===== src/rtl/osc_pkg.sv =====
// osc_pkg: shared mode/state encodings and saturating negation for the PSK quadrature oscillator
package osc_pkg;
  localparam logic [1:0] MODE_SINE = 2'd0;
  localparam logic [1:0] MODE_COS  = 2'd1;
  localparam logic [1:0] MODE_BPSK = 2'd2;
  localparam logic [1:0] MODE_OOK  = 2'd3;
  typedef enum logic [1:0] {ST_IDLE, ST_LOAD, ST_RUN} state_t;
  // Negate a w-bit two's-complement value held sign-extended in 32 bits; the most negative value clips to the most positive.
  function automatic logic signed [31:0] sat_neg(input logic signed [31:0] x, input int unsigned w);
    logic signed [31:0] lo;
    lo = -(32'sd1 <<< (w - 1));
    return (x == lo) ? ~lo : -x;
  endfunction
endpackage


===== src/rtl/quad_osc_core.sv =====
// quad_osc_core: magic-circle sine/cosine state pair with load port and tick-enabled update
module quad_osc_core import osc_pkg::*; #(
  parameter int W = 16
) (
  input  logic         clk,
  input  logic         rst,
  input  logic         load_i,
  input  logic         tick_i,
  input  logic [W-1:0] amp_i,
  input  logic [3:0]   k_i,
  output logic [W-1:0] s_o,
  output logic [W-1:0] c_o
);
  logic signed [W-1:0] s_q, c_q, s_d, c_d;
  // The cosine update uses the freshly computed sine, which keeps the orbit closed.
  always_comb begin
    s_d = s_q + (c_q >>> k_i);
    c_d = c_q - (s_d >>> k_i);
  end
  assign s_o = s_d;
  assign c_o = c_d;
  always_ff @(posedge clk or posedge rst) begin
    if (rst) begin
      s_q <= '0;
      c_q <= '0;
    end else if (load_i) begin
      s_q <= '0;
      c_q <= amp_i;
    end else if (tick_i) begin
      s_q <= s_d;
      c_q <= c_d;
    end
  end
endmodule


===== src/rtl/psk_quad_oscillator.sv =====
// psk_quad_oscillator: rate-divided quadrature oscillator with symbol-driven BPSK/OOK output modulator
module psk_quad_oscillator import osc_pkg::*; #(
  parameter int W       = 16,
  parameter int OUT_W   = 8,
  parameter int DIV     = 4,
  parameter int SYM_LEN = 8
) (
  input  logic             clk,
  input  logic             rst,
  input  logic             start,
  input  logic             stop,
  input  logic [W-1:0]     amp,
  input  logic [3:0]       k,
  input  logic [1:0]       mode,
  input  logic             sym_data,
  input  logic             sym_valid,
  output logic             sym_ready,
  output logic [OUT_W-1:0] wave,
  output logic             wave_valid,
  output logic             busy,
  output logic             underrun
);
  localparam int DW = (DIV > 1) ? $clog2(DIV) : 1;
  localparam int SW = (SYM_LEN > 1) ? $clog2(SYM_LEN) : 1;
  state_t state_q, state_d;
  logic [DW-1:0] div_q, div_d;
  logic [SW-1:0] sym_cnt_q, sym_cnt_d;
  logic [3:0] k_q, k_d;
  logic hold_q, hold_d, full_q, full_d, cur_q, cur_d, und_q, und_d, valid_q, valid_d;
  logic [OUT_W-1:0] wave_q, wave_d, mod_w;
  logic [W-1:0] s_n, c_n;
  logic signed [OUT_W-1:0] x;
  logic run, load, tick, bound, xfer;
  assign run       = state_q == ST_RUN;
  assign load      = state_q == ST_LOAD;
  assign tick      = run && !stop && div_q == DW'(DIV - 1);
  assign bound     = tick && sym_cnt_q == SW'(SYM_LEN - 1);
  assign sym_ready = run && !full_q;
  assign xfer      = sym_valid && sym_ready;
  assign x         = OUT_W'($signed(mode == MODE_COS ? c_n : s_n) >>> (W - OUT_W));
  // The sample leaving on a boundary tick still carries the old symbol.
  assign mod_w = (mode == MODE_BPSK && !cur_q) ? OUT_W'(sat_neg(32'(x), OUT_W)) :
                 (mode == MODE_OOK && !cur_q) ? '0 : x;
  quad_osc_core #(.W(W)) u_core (
    .clk    (clk),
    .rst    (rst),
    .load_i (load),
    .tick_i (tick),
    .amp_i  (amp),
    .k_i    (k_q),
    .s_o    (s_n),
    .c_o    (c_n)
  );
  always_comb begin
    state_d   = state_q;
    div_d     = div_q;
    sym_cnt_d = sym_cnt_q;
    k_d       = k_q;
    hold_d    = hold_q;
    full_d    = full_q;
    cur_d     = cur_q;
    und_d     = und_q;
    valid_d   = tick;
    wave_d    = wave_q;
    case (state_q)
      ST_IDLE: begin
        state_d = start ? ST_LOAD : ST_IDLE;
        full_d  = 1'b0;
        wave_d  = '0;
      end
      ST_LOAD: begin
        state_d   = ST_RUN;
        k_d       = k;
        div_d     = '0;
        sym_cnt_d = '0;
        cur_d     = 1'b1;
        full_d    = 1'b0;
        und_d     = 1'b0;
      end
      default: begin
        if (stop) begin
          state_d   = ST_IDLE;
          full_d    = 1'b0;
          wave_d    = '0;
          div_d     = '0;
          sym_cnt_d = '0;
        end else begin
          div_d = tick ? '0 : div_q + 1'b1;
          if (xfer) begin
            hold_d = sym_data;
            full_d = 1'b1;
          end
          if (tick) begin
            wave_d    = mod_w;
            sym_cnt_d = bound ? '0 : sym_cnt_q + 1'b1;
          end
          // A same-cycle transfer is visible at the boundary.
          if (bound) begin
            cur_d  = full_q ? hold_q : (xfer && sym_data);
            full_d = 1'b0;
            und_d  = und_q | !(full_q | xfer);
          end
        end
      end
    endcase
  end
  always_ff @(posedge clk or posedge rst) begin
    if (rst) begin
      state_q   <= ST_IDLE;
      div_q     <= '0;
      sym_cnt_q <= '0;
      k_q       <= '0;
      hold_q    <= 1'b0;
      full_q    <= 1'b0;
      cur_q     <= 1'b0;
      und_q     <= 1'b0;
      valid_q   <= 1'b0;
      wave_q    <= '0;
    end else begin
      state_q   <= state_d;
      div_q     <= div_d;
      sym_cnt_q <= sym_cnt_d;
      k_q       <= k_d;
      hold_q    <= hold_d;
      full_q    <= full_d;
      cur_q     <= cur_d;
      und_q     <= und_d;
      valid_q   <= valid_d;
      wave_q    <= wave_d;
    end
  end
  assign wave       = wave_q;
  assign wave_valid = valid_q;
  assign busy       = state_q != ST_IDLE;
  assign underrun   = und_q;
endmodule

===== config.mk =====
export PLATFORM = sky130hd
export DESIGN_NAME = psk_quad_oscillator
export DESIGN_NICKNAME = d
export VERILOG_FILES = /design/src/rtl/osc_pkg.sv /design/src/rtl/quad_osc_core.sv /design/src/rtl/psk_quad_oscillator.sv
export SDC_FILE = /design/constraint.sdc
export NUM_CORES = 1
export LEC_CHECK = 0
export ABC_AREA = 1
export CORE_MARGIN = 2
export CORE_UTILIZATION = 50
export CTS_CLUSTER_DIAMETER = 80
export DETAILED_ROUTE_END_ITERATION = 8
export PLACE_DENSITY = 0.69
export SETUP_SLACK_MARGIN = 0.3
export SYNTH_ARGS = -nofsm -noshare
export SYNTH_HDL_FRONTEND = slang
export SYNTH_SLANG_ARGS = --single-unit

===== constraint.sdc =====
create_clock -name clk -period 7.35 [get_ports clk]
set_input_delay 0.735 -clock clk [delete_from_list [all_inputs] [get_ports clk]]
set_output_delay 0.735 -clock clk [all_outputs]
set_load 0.01 [all_outputs]

==> run_results.csv, run 1 <==
group,metric,value,unit
cells_and_area,antenna_cells,0,
placement,dp.final_hpwl,13.3,mm
clock_tree,cts-buffers-inserted,5,
clock_tree,clock_latency,0.32,ns
critical_path,worstPathRequired,7.61,ns
synthesis,synth_area,6000,sq um
timing,max_freq,159,MHz
detailed_routing,vias_per_cell,5.56,
synthesis,yosys-top-cells-area,"dfrtp_1 23%, nand2_1 20%, nand3_1 7.2%",
timing,fin_crit_sh,85.7,%
die,start_util,50.6,%
critical_path,start_kind,"flop",
die,die_w,114,um
cells_and_area,syn2layout_area_growth,11.1,%
detailed_routing,dr.pass1.iters,5,
synthesis,synth_top_area_cell,"dfrtp_1",
clock_tree,post_cts.repair.setup_buffers,0,
clock_tree,cts_tree,"done",
detailed_routing,vias,6257,
critical_path,r2r_slack,1.05,ns
timing,rsz0062_at_grt,"no",
run,cap_viol_max_count,0,
grt,antenna_found_initial,0,
die,ioPinCount,40,
detailed_routing,totalWireLength,17.2,mm
die,rows,40,
synthesis,synth-edff-count,0,
synthesis,syn_inst,959,
clock_tree,cts-root-buf,"clkbuf_16",
synthesis,synth_flop_cell,"dfrtp_1",
die,die-area,12900,sq um
cells_and_area,seq_area,1400,sq um
worst_hold_path,min_path_type,"flop to flop",
synthesis,post-synth-top-count-cell,"nand2_1",
grt,use_met1,39.2,%
synthesis,synthesis.nets,1023,
cells_and_area,drive_gt1_share,9.60,%
cells_and_area,multi_input_area,4030,sq um
clock_tree,hold_buffers,0,
grt,grt_pass1_vias,5704,
cells_and_area,fill_cells,1240,
synthesis,synth_top_cell_area_share,23.4,%
die,core_area,11900,sq um
cells_and_area,fin_nets,1042,
timing,maxSlewHeadroom,38.0,%
synthesis,ys_top_cells_by_count,"324 x nand2_1, 100 x inv_1, 86 x nand3_1, 86 x o21ai_0, 56 x dfrtp_1",
critical_path,worstPathMaxFanout,30,
grt,track_usage,27.6,%
timing,post-route-min-period,6.30,ns
critical_path,cp_slowest_stage_delay,0.45,ns
detailed_routing,ant_nets,0,
timing,setup-tns-final,0,ns
critical_path,cp_slowest_cell,"clkinvlp_4",
grt,use_met2,43.8,%
placement,port-buffer-count,39,
placement,globalplace.congestion,0.946,
timing,worst_slew_pin_slew,0.930,ns
detailed_routing,wl_per_cell,15.3,um
detailed_routing,drt_iter0_drc,602,
clock_tree,clock-sinks,56,
synthesis,synth_cell_types,42,
grt,grt_pass1_wl,28.3,mm
status,status,"finished, final reports clean",
grt,met3_usage,3.35,%
synthesis,synth_warnings,0,
critical_path,timing.critical_path.mode_cell,"nand2_1",
critical_path,critPathKind,"flop to flop",
detailed_routing,drc,0,
grt,globalRoute.busiestLayer,"met2",
timing,fin_skew,0.0113,ns
grt,overflow,0,
grt,grt_max_degree,57,
timing,finalHoldViolCount,0,
synthesis,synthArstFlopShare,100,%
critical_path,cp.arrival,6.57,ns
clock_tree,cts.clk_slew.worst_paths,0.09,ns
clock_tree,ctsHtreeMaxLevel,2,
synthesis,avgSynthCellArea,6.26,sq um
timing,slew_violations,0,
synthesis,synth-seq-cells,56,
die,fp.dieH,114,um
clock_tree,clockBufferDepth,2,
synthesis,seq_area_frac_synth,23.4,%
timing,setup_violations,0,
critical_path,cp-end-kind,"flop",
clock_tree,cts_resized,0,
-- layout make-up --
type / instances / area share, %
flip-flops and latches: 56 / 21.0
well taps: 147 / 2.76
inverters: 115 / 6.53
repair buffers: 46 / 6.65
clock buffers: 5 / 1.88
multi-input cells: 754 / 60.5
clock inverters: 3 / 0.695
-- cell usage in the layout, fill, tap and decap left out, types with 4 or more instances in the layout --
cell type / n
a21oi_1: 38
a21oi_2: 4
a22o_1: 7
a31oi_1: 4
buf_4: 7
clkbuf_16: 5
clkdlybuf4s50_1: 39
dfrtp_1: 56
ha_1: 34
inv_1: 98
inv_2: 14
mux2i_1: 5
nand2_1: 324
nand2_2: 17
nand2_4: 7
nand3_1: 86
nand3_2: 14
nand4_1: 5
nor2_1: 40
nor2_2: 9
nor3_1: 5
o211ai_1: 13
o21ai_0: 86
o21ai_1: 8
o21ai_2: 4
o22ai_1: 6
xnor2_1: 5
xor2_1: 10
-- critical path, delay by kind of cell, from the launching register on --
| family | cells | cell delay (ns) |
|---|---|---|
| AOI/OAI and AO/OA | 5 | 0.70 |
| adders and majority gates | 5 | 1.56 |
| DFF | 1 | 0.33 |
| buffers and inverters | 3 | 0.81 |
| muxes | 1 | 0.32 |
| and+or+nand+nor | 25 | 2.53 |
-- path summary, 6_finish.rpt --
check                              from             to  cells after the start
max                              k_q[1]        wave[4]                     39
max in group asynchronous           rst  u_core.s_q[4]                      3
min in group asynchronous           rst        wave[1]                      3
min reg2reg                sym_cnt_q[0]   sym_cnt_q[0]                      1
max reg2reg                      k_q[1]        wave[4]                     39
min                        sym_cnt_q[0]   sym_cnt_q[0]                      1
-- sequential cells by signal, summed over array words and instances, names as in the netlist, 2 cells and up --
name and count:
u_core.c_q 16, div_q 2, wave 8, u_core.s_q 16
state_q 2, k_q 4, sym_cnt_q 3
-- metrics by stage --
stage / utilization, % / hold slack, ns / area, sq um / setup WS [ns] / std cells
after floorplan: - / 0.457 / 6000 / 2.23 / 959
after global placement: 54.7 / 0.466 / 6490 / 1.24 / 1118
after detailed placement: 54.7 / 0.473 / 6490 / 1.07 / 1118
after CTS: 56.1 / 0.487 / 6660 / 0.995 / 1126
after global routing: 56.2 / 0.498 / 6660 / 0.345 / 1126
final: 56.2 / 0.485 / 6660 / 1.05 / 1126
-- per-layer routing --
| layer | share of wire (%) | wire (um) |
|---|---|---|
| met1 | 47 | 8160 |
| met2 | 45 | 7760 |
| met3 | 5.1 | 876 |
| met4 | 2.5 | 437 |
| met5 | 0 | 0 |
-- cell families (layout without fill, tap and decap cells) --
family | count (synthesis) | count (layout) | synth area share, %
AND/OR/NAND/NOR | 520 | 520 | 39.3
flip-flops | 56 | 56 | 23.4
multiplexers | 5 | 5 | 0.834
buffers and inverters | 149 | 169 | 9.55
XOR/XNOR | 15 | 15 | 2.19
adder cells (fa/ha/maj) | 36 | 36 | 7.76
AO/OA/AOI/OAI | 178 | 178 | 17.0
Power of run 1 is not shown: default switching activity piles up to over one toggle a cycle in this logic, so the estimate is an artifact.
==> inputs of run 2 (changes only) <==
--- a/config.mk
+++ b/config.mk
@@ -11,7 +11,8 @@
 export CTS_CLUSTER_DIAMETER = 80
 export DETAILED_ROUTE_END_ITERATION = 8
 export PLACE_DENSITY = 0.69
-export SETUP_SLACK_MARGIN = 0.3
+export SETUP_SLACK_MARGIN = 0.5
+export SLEW_MARGIN = 10
 export SYNTH_ARGS = -nofsm -noshare
 export SYNTH_HDL_FRONTEND = slang
 export SYNTH_SLANG_ARGS = --single-unit
==> run_results.csv, run 2 (synthesized netlist as in run 1, its figures left out) <==
group,metric,value,unit
grt,overflow,0,
worst_hold_path,min_path_type,"flop to flop",
timing,max_freq,164,MHz
worst_hold_path,min_to,"sym_cnt_q[0]",
critical_path,reg2regPathDepth,39,
timing,setup_violations,0,
placement,dp.final_hpwl,13.3,mm
worst_hold_path,min_path_cells,1,
grt,track_usage,27.6,%
detailed_routing,vias,6261,
placement,dp_slack,1.07,ns
critical_path,r2r_slack,1.24,ns
clock_tree,ctsHtreeMaxLevel,2,
grt,grt_pass1_wl,28.3,mm
cells_and_area,final_cell_mix,"324 x nand2_1, 98 x inv_1, 86 x nand3_1, 86 x o21ai_0, 55 x dfrtp_1",
detailed_routing,dr.pass1.iters,5,
cells_and_area,final_common_cell,"nand2_1",
placement,globalplace.congestion,0.946,
detailed_routing,wl_per_cell,15.4,um
timing,worst_slew_pin_slew,0.881,ns
detailed_routing,drc,0,
critical_path,timing.critical_path.mode_cell,"nand2_1",
cells_and_area,fin_nets,1043,
timing,fin_skew,0.0112,ns
critical_path,cp_slowest_stage_delay,0.43,ns
grt,grt_pass1_vias,5704,
critical_path,rr_endpoint,"wave[4]",
grt,antenna_found_initial,0,
timing,fin_crit_sh,83.1,%
detailed_routing,ant_nets,0,
timing,setup-tns-final,0,ns
die,die-area,12900,sq um
clock_tree,cts-root-buf,"clkbuf_16",
cells_and_area,antenna_cells,0,
clock_tree,cts_tree,"done",
status,status,"finished, final reports clean",
die,start_util,50.6,%
run,cap_viol_max_count,0,
cells_and_area,seq_area,1400,sq um
critical_path,cp_slowest_cell,"o21ai_0",
die,core_area,11900,sq um
clock_tree,clockBufferDepth,2,
critical_path,worstPathRequired,7.61,ns
die,die_w,114,um
clock_tree,hold_buffers,0,
timing,slew_violations,0,
critical_path,cp.arrival,6.37,ns
grt,grt_max_degree,57,
cells_and_area,drive_gt1_share,9.80,%
worst_hold_path,min_from,"sym_cnt_q[0]",
die,fp.dieH,114,um
timing,post-route-min-period,6.11,ns
clock_tree,cts-buffers-inserted,5,
detailed_routing,totalWireLength,17.3,mm
detailed_routing,vias_per_cell,5.56,
cells_and_area,fill_cells,1241,
critical_path,crit-reg2reg-launch,"k_q[0]",
die,ioPinCount,40,
timing,rsz0062_at_grt,"no",
die,rows,40,
timing,fin_ws,1.24,ns
timing,maxSlewHeadroom,41.1,%
clock_tree,cts.clk_slew.worst_paths,0.09,ns
clock_tree,clock_latency,0.32,ns
critical_path,worstPathMaxFanout,42,
cells_and_area,multi_input_area,4030,sq um
clock_tree,clock-sinks,56,
placement,port-buffer-count,39,
cells_and_area,syn2layout_area_growth,11.2,%
critical_path,critPathKind,"flop to flop",
timing,finalHoldViolCount,0,
detailed_routing,drt_iter0_drc,578,
critical_path,cp-end-kind,"flop",
critical_path,start_kind,"flop",
run 2: critical path: cells and delay by family, from the launching register on:
kind / cells / cell delay, ns
adder cells (fa/ha/maj): 4 / 1.21
AO/OA/AOI/OAI: 8 / 1.76
buffers and inverters: 3 / 0.39
flip-flops: 1 / 0.38
AND/OR/NAND/NOR: 24 / 2.27
run 2: worst max path at each step:
stage                     startpoint      end  slack (ns)  depth (start not counted)
after global placement        k_q[1]  wave[2]        1.24                         39
after CTS                     k_q[1]  wave[4]        0.99                         39
after global routing          k_q[0]  wave[4]        0.56                         38
final                         k_q[0]  wave[4]        1.24                         39
after detailed placement      k_q[1]  wave[2]        1.07                         39
after floorplan               k_q[0]  wave[2]        2.23                         41
run 2: final cells by class:
type,instances,area share (%)
multi-input combinational,754,60.4
clock inverter,3,0.694
timing repair buffer,46,6.64
sequential,56,21.0
tap,147,2.76
inverter,115,6.53
clock buffer,5,1.88
timing repair inverter,1,0.0750
run 2: routing by layer:
| layer | part of all wire (%) | vias to the layer above | GRT usage (%) |
|---|---|---|---|
| met5 | 0 | - | 0 |
| met1 | 48 | 2900 | 39.2 |
| met4 | 2.4 | 0 | 9.11 |
| li1 | - | 3184 | - |
| met3 | 4.4 | 30 | 3.35 |
| met2 | 46 | 147 | 43.8 |
run 2: per-stage QoR:
step                std cells  area [sq um]  utilization, %  hold slack (ns)
floorplan                 959          6000               -            0.457
global placement         1118          6490            54.7            0.466
detailed placement       1118          6490            54.7            0.473
CTS                      1126          6660            56.1            0.487
global route             1127          6670            56.2            0.498
finish                   1127          6670            56.2            0.485
run 2: what timing repair did:
item	4_1_cts	5_1_grt
buffers inserted	0	0
resized for setup	0	2
endpoints found under the setup margin	0	8
Power of run 2 is left out for the same reason.
